**config.mk**
```make
export PLATFORM = sky130hd
export DESIGN_NAME = mealy_mod_counter
export DESIGN_NICKNAME = d
export VERILOG_FILES = /design/src/rtl/mealy_cnt_pkg.sv /design/src/rtl/mealy_mod_counter.sv
export SDC_FILE = /design/constraint.sdc
export NUM_CORES = 1
export LEC_CHECK = 0
export ABC_AREA = 0
export CORE_AREA = 3 3 40 42
export CTS_CLUSTER_DIAMETER = 100
export DETAILED_ROUTE_END_ITERATION = 7
export DIE_AREA = 0 0 43 45
export GPL_ROUTABILITY_DRIVEN = 0
export GPL_TIMING_DRIVEN = 0
export MAX_ROUTING_LAYER = met4
export PLACE_DENSITY = 0.67
export SYNTH_ARGS = -nofsm -noshare
export SYNTH_HDL_FRONTEND = slang
export SYNTH_SLANG_ARGS = --single-unit
```
**constraint.sdc**
```tcl
create_clock -name clk -period 2.51 [get_ports clk]
set_clock_uncertainty 0.2 [all_clocks]
set_input_delay 0.3765 -clock clk [delete_from_list [all_inputs] [get_ports clk]]
set_output_delay 0.3765 -clock clk [all_outputs]
set_load 0.01 [all_outputs]
```
**src/rtl/mealy_cnt_pkg.sv**
```systemverilog
`default_nettype none
// ============================================================================
// Module      : mealy_cnt_pkg
// Description : Shared encodings for the modulo-N Mealy counter: end-of-range
//               mode select and control FSM state.
// Revision    : 1.0 - initial release
// ============================================================================
package mealy_cnt_pkg;

    // End-of-range behaviour; the unused code 2'b11 behaves like wrap.
    typedef enum logic [1:0] {
        MODE_WRAP    = 2'b00,
        MODE_SAT     = 2'b01,
        MODE_ONESHOT = 2'b10,
        MODE_RSVD    = 2'b11
    } mode_e;

    // Control FSM: DONE is only entered from one-shot mode.
    typedef enum logic [0:0] {
        ST_RUN  = 1'b0,
        ST_DONE = 1'b1
    } state_e;

endpackage : mealy_cnt_pkg
`default_nettype wire

```
**src/rtl/mealy_mod_counter.sv**
```systemverilog
`default_nettype none
// ============================================================================
// Module      : mealy_mod_counter
// Description : Parametrised modulo-N up/down counter with load, enable,
//               wrap/saturate/one-shot end-of-range modes and Mealy decode
//               outputs (match, terminal count).
// Revision    : 1.0 - initial release
// ============================================================================
module mealy_mod_counter
    import mealy_cnt_pkg::*;
#(
    parameter int     WIDTH   = 4,
    parameter longint MODULUS = 10,
    parameter longint MATCH   = 2
) (
    input  logic             clk,
    input  logic             reset,
    input  logic             en,
    input  logic             up_dn,
    input  logic             load,
    input  logic [WIDTH-1:0] load_val,
    input  logic [1:0]       mode,
    output logic [WIDTH-1:0] count,
    output logic             match,
    output logic             tc,
    output logic             done
);

    // Highest legal count; all-ones when MODULUS == 2**WIDTH, so the clamp
    // never fires and wrap is the natural overflow.
    localparam logic [WIDTH-1:0] MAX_CNT   = WIDTH'(MODULUS - 1);
    localparam logic [WIDTH-1:0] MATCH_VAL = WIDTH'(MATCH);

    // Reject illegal parameter sets at elaboration.
    if (WIDTH < 2 || WIDTH > 32) begin : g_bad_width
        $fatal(1, "mealy_mod_counter: WIDTH must be in 2..32");
    end
    if (MODULUS < 2 || MODULUS > (longint'(1) << WIDTH)) begin : g_bad_modulus
        $fatal(1, "mealy_mod_counter: MODULUS must be in 2..2**WIDTH");
    end
    if (MATCH < 0 || MATCH >= MODULUS) begin : g_bad_match
        $fatal(1, "mealy_mod_counter: MATCH must be < MODULUS");
    end

    logic [WIDTH-1:0] count_q, count_d;
    state_e           state_q, state_d;
    logic             at_end;
    logic             running;

    // End of range depends on the direction sampled this cycle.
    assign at_end  = up_dn ? (count_q == MAX_CNT) : (count_q == '0);
    assign running = en && (state_q == ST_RUN);

    // Next-state logic: load beats counting, counting beats hold.
    always_comb begin
        count_d = count_q;
        state_d = state_q;
        if (load) begin
            count_d = (load_val > MAX_CNT) ? MAX_CNT : load_val;
            state_d = ST_RUN;
        end else if (running) begin
            if (!at_end) begin
                count_d = up_dn ? (count_q + 1'b1) : (count_q - 1'b1);
            end else begin
                case (mode_e'(mode))
                    MODE_SAT:     count_d = count_q;
                    MODE_ONESHOT: state_d = ST_DONE;
                    default:      count_d = up_dn ? '0 : MAX_CNT;
                endcase
            end
        end
    end

    // State register with asynchronous reset to RUN / zero.
    always_ff @(posedge clk or posedge reset) begin
        if (reset) begin
            count_q <= '0;
            state_q <= ST_RUN;
        end else begin
            count_q <= count_d;
            state_q <= state_d;
        end
    end

    // Mealy decodes are forced low while reset is held.
    assign match = !reset && running && (count_q == MATCH_VAL);
    assign tc    = !reset && running && at_end;
    assign count = count_q;
    assign done  = (state_q == ST_DONE);

endmodule : mealy_mod_counter
`default_nettype wire

```
==> impl_metrics.tcl <==
set metrics [dict create \
    diodes 0 \
    die_x_um 43 \
    remaining_drc_errors 0 \
    synth_seq_cells 5 \
    grt_max_degree 9 \
    leakagePower_nw 0.319 \
    pre_cts_ws_ns -0.145 \
    critPathMaxFanout 3 \
    htree_levels 1 \
    nNetsFinal 85 \
    yosysSeqAreaShare_pct 26.6 \
    worstSetupPathType "in -> out" \
    fp.dieH_um 45 \
    setup-tns-final_ns 0 \
    grt.total_usage_pct 12.9 \
    grt_pass1_vias 422 \
    wl_um 1020 \
    finalCritPeriodShare_pct 96.0 \
    clk_pin_slew_ns 0.05 \
    final_cell_mix "15 x clkdlybuf4s50_1, 7 x inv_1" \
    root_buffer "clkbuf_4" \
    cts_buffers 3 \
    clockBufferDepth 2 \
    vias 450 \
    status "completed" \
    drt_iter0_markers 7 \
    synth_nets 63 \
    rows 13 \
    syn_area_um2 470 \
    place_area_um2 659 \
    final_antenna_net_count 0 \
    slew_headroom_pct 81.8 \
    ir_drop_v 0.000354 \
    synthArstFlopShare_pct 100 \
    drive_gt1_share_pct 21.7 \
    top_level_ports 18 \
    hold_buffers 0 \
    syn_area_per_cell_um2 9.80 \
    grt_pass1_wl_um 1740 \
    worst_slew_pin_slew_ns 0.272 \
    startpoint_type "input port" \
    syn_inst 48 \
    die_area_um2 1940 \
    cp.required_ns 1.93 \
    initial_core_util_pct 36.6 \
    fin_ws_ns 0.0997 \
    hold_viol 0 \
    clock_sinks 5 \
    area_growth_syn_to_layout_pct 48.9 \
    r2r-start "count[0]" \
    p_per_area_nw_per_um2 737 \
    synth_top_flop_cell "dfrtp_1" \
    cts_tree "built" \
    r2r-end "count[2]" \
    postLayoutCellArea_um2 701 \
    hold_class "in -> async" \
    design.core.area_um2 1280 \
    synth.distinct_cells 26 \
    clk_latency_ns 0.25 \
    routedWlPerCell_um 12.1 \
    yosys_warnings 0 \
    io_buffers 17 \
    r2r_setup_slack_ns 0.63 \
    finalSetupViolations 0 \
    place_hpwl_um 844 \
    synth_edf_count 0 \
    min_period_ns 2.41 \
    grt_antenna_before_repair 0 \
    drv_cap 0 \
    finalMaxSlewViolations 0 \
    vias_per_cell 5.36 \
    r2r_cells 4 \
    layout_commonest_cell "clkdlybuf4s50_1" \
    grt_overflow 0 \
    n_fill_cell 127 \
    max_freq_ghz 0.415 \
    worst_ep_arrival_time_ns 1.83 \
    fin_util_pct 54.5 \
    rsz0062_at_grt "false" \
    whs_ns 0.162 \
    critPathCaptureType "output port" \
    first_pass_iters 4 \
]
[metal layers]
layer  share of wire [%]  routed length [um]  vias up  GRT usage (%)
met5                   0                   0        -              -
met4                   0                   0        0           5.42
met3                 9.8                 100        0           6.77
met2                  48                 493       19           22.5
met1                  42                 425      208           12.0
li1                    -                   -      223              -
[sequential cells by signal (all words and copies together) (netlist names)]
name   cells
count      4
done       1
[Yosys cell counts (all sizes together), types with 2 or more instances]
cell type	number	area [um2]
ha	3	37.5
nor3	3	20.0
nor2	4	15.0
o21ai	2	13.8
inv	7	26.3
xor2	2	17.5
a21oi	2	21.3
nand3	3	15.0
mux2	3	45.0
dfrtp	5	125
a32o	2	20.0
[area by class of cell]
cell class / count / area [um2] / share of cell area [%]
flip-flops and latches: 5 / 128 / 18.2
inverters: 7 / 26.3 / 3.75
clock inverters: 1 / 5.00 / 0.714
well taps: 15 / 18.8 / 2.68
multi-input cells: 36 / 328 / 46.8
repair buffers: 17 / 173 / 24.6
clock buffers: 3 / 22.5 / 3.21
[power by group]
group,internal [mW],total [mW],switching [mW]
Combinational,0.154,0.266,0.111
Sequential,0.105,0.156,0.0505
Clock,0.0578,0.0949,0.0370
[how the worst max path moves through the flow]
stage / from / endpoint / slack (ns) / cells after the start
floorplan: count[0] / count[2] / 0.65 / 4
global placement: up_dn / tc / -0.09 / 5
detailed placement: up_dn / tc / -0.15 / 5
CTS: count[3] / tc / 0.04 / 4
global route: en / match / 0.02 / 5
finish: en / match / 0.1 / 5
[metrics by stage]
step                      instances  power, mW
after CTS                        84      0.515
after global routing             84      0.561
final                            84      0.516
after global placement           80      0.414
after detailed placement         80      0.417
after floorplan                  48      0.313
[kinds of logic after synthesis]
group	count (synthesis)	synth area share (%)
xor+xnor	2	3.72
mux	3	9.57
fa+ha+maj	4	12.2
flops	5	26.6
simple gates	14	17.8
compound gates	13	24.5
buf+inv	7	5.59
[critical path: stages]
cell	delay [ns]
clkdlybuf4s50_1	0.48
nand2b_1	0.11
inv_1	0.13
and4_1	0.20
clkdlybuf4s50_1	0.54
[repair_timing]
action	4_1_cts	5_1_grt
buffers inserted	0	0
resized for setup	1	6
endpoints found under the setup margin	1	1
(Power assumes the default switching activity.)
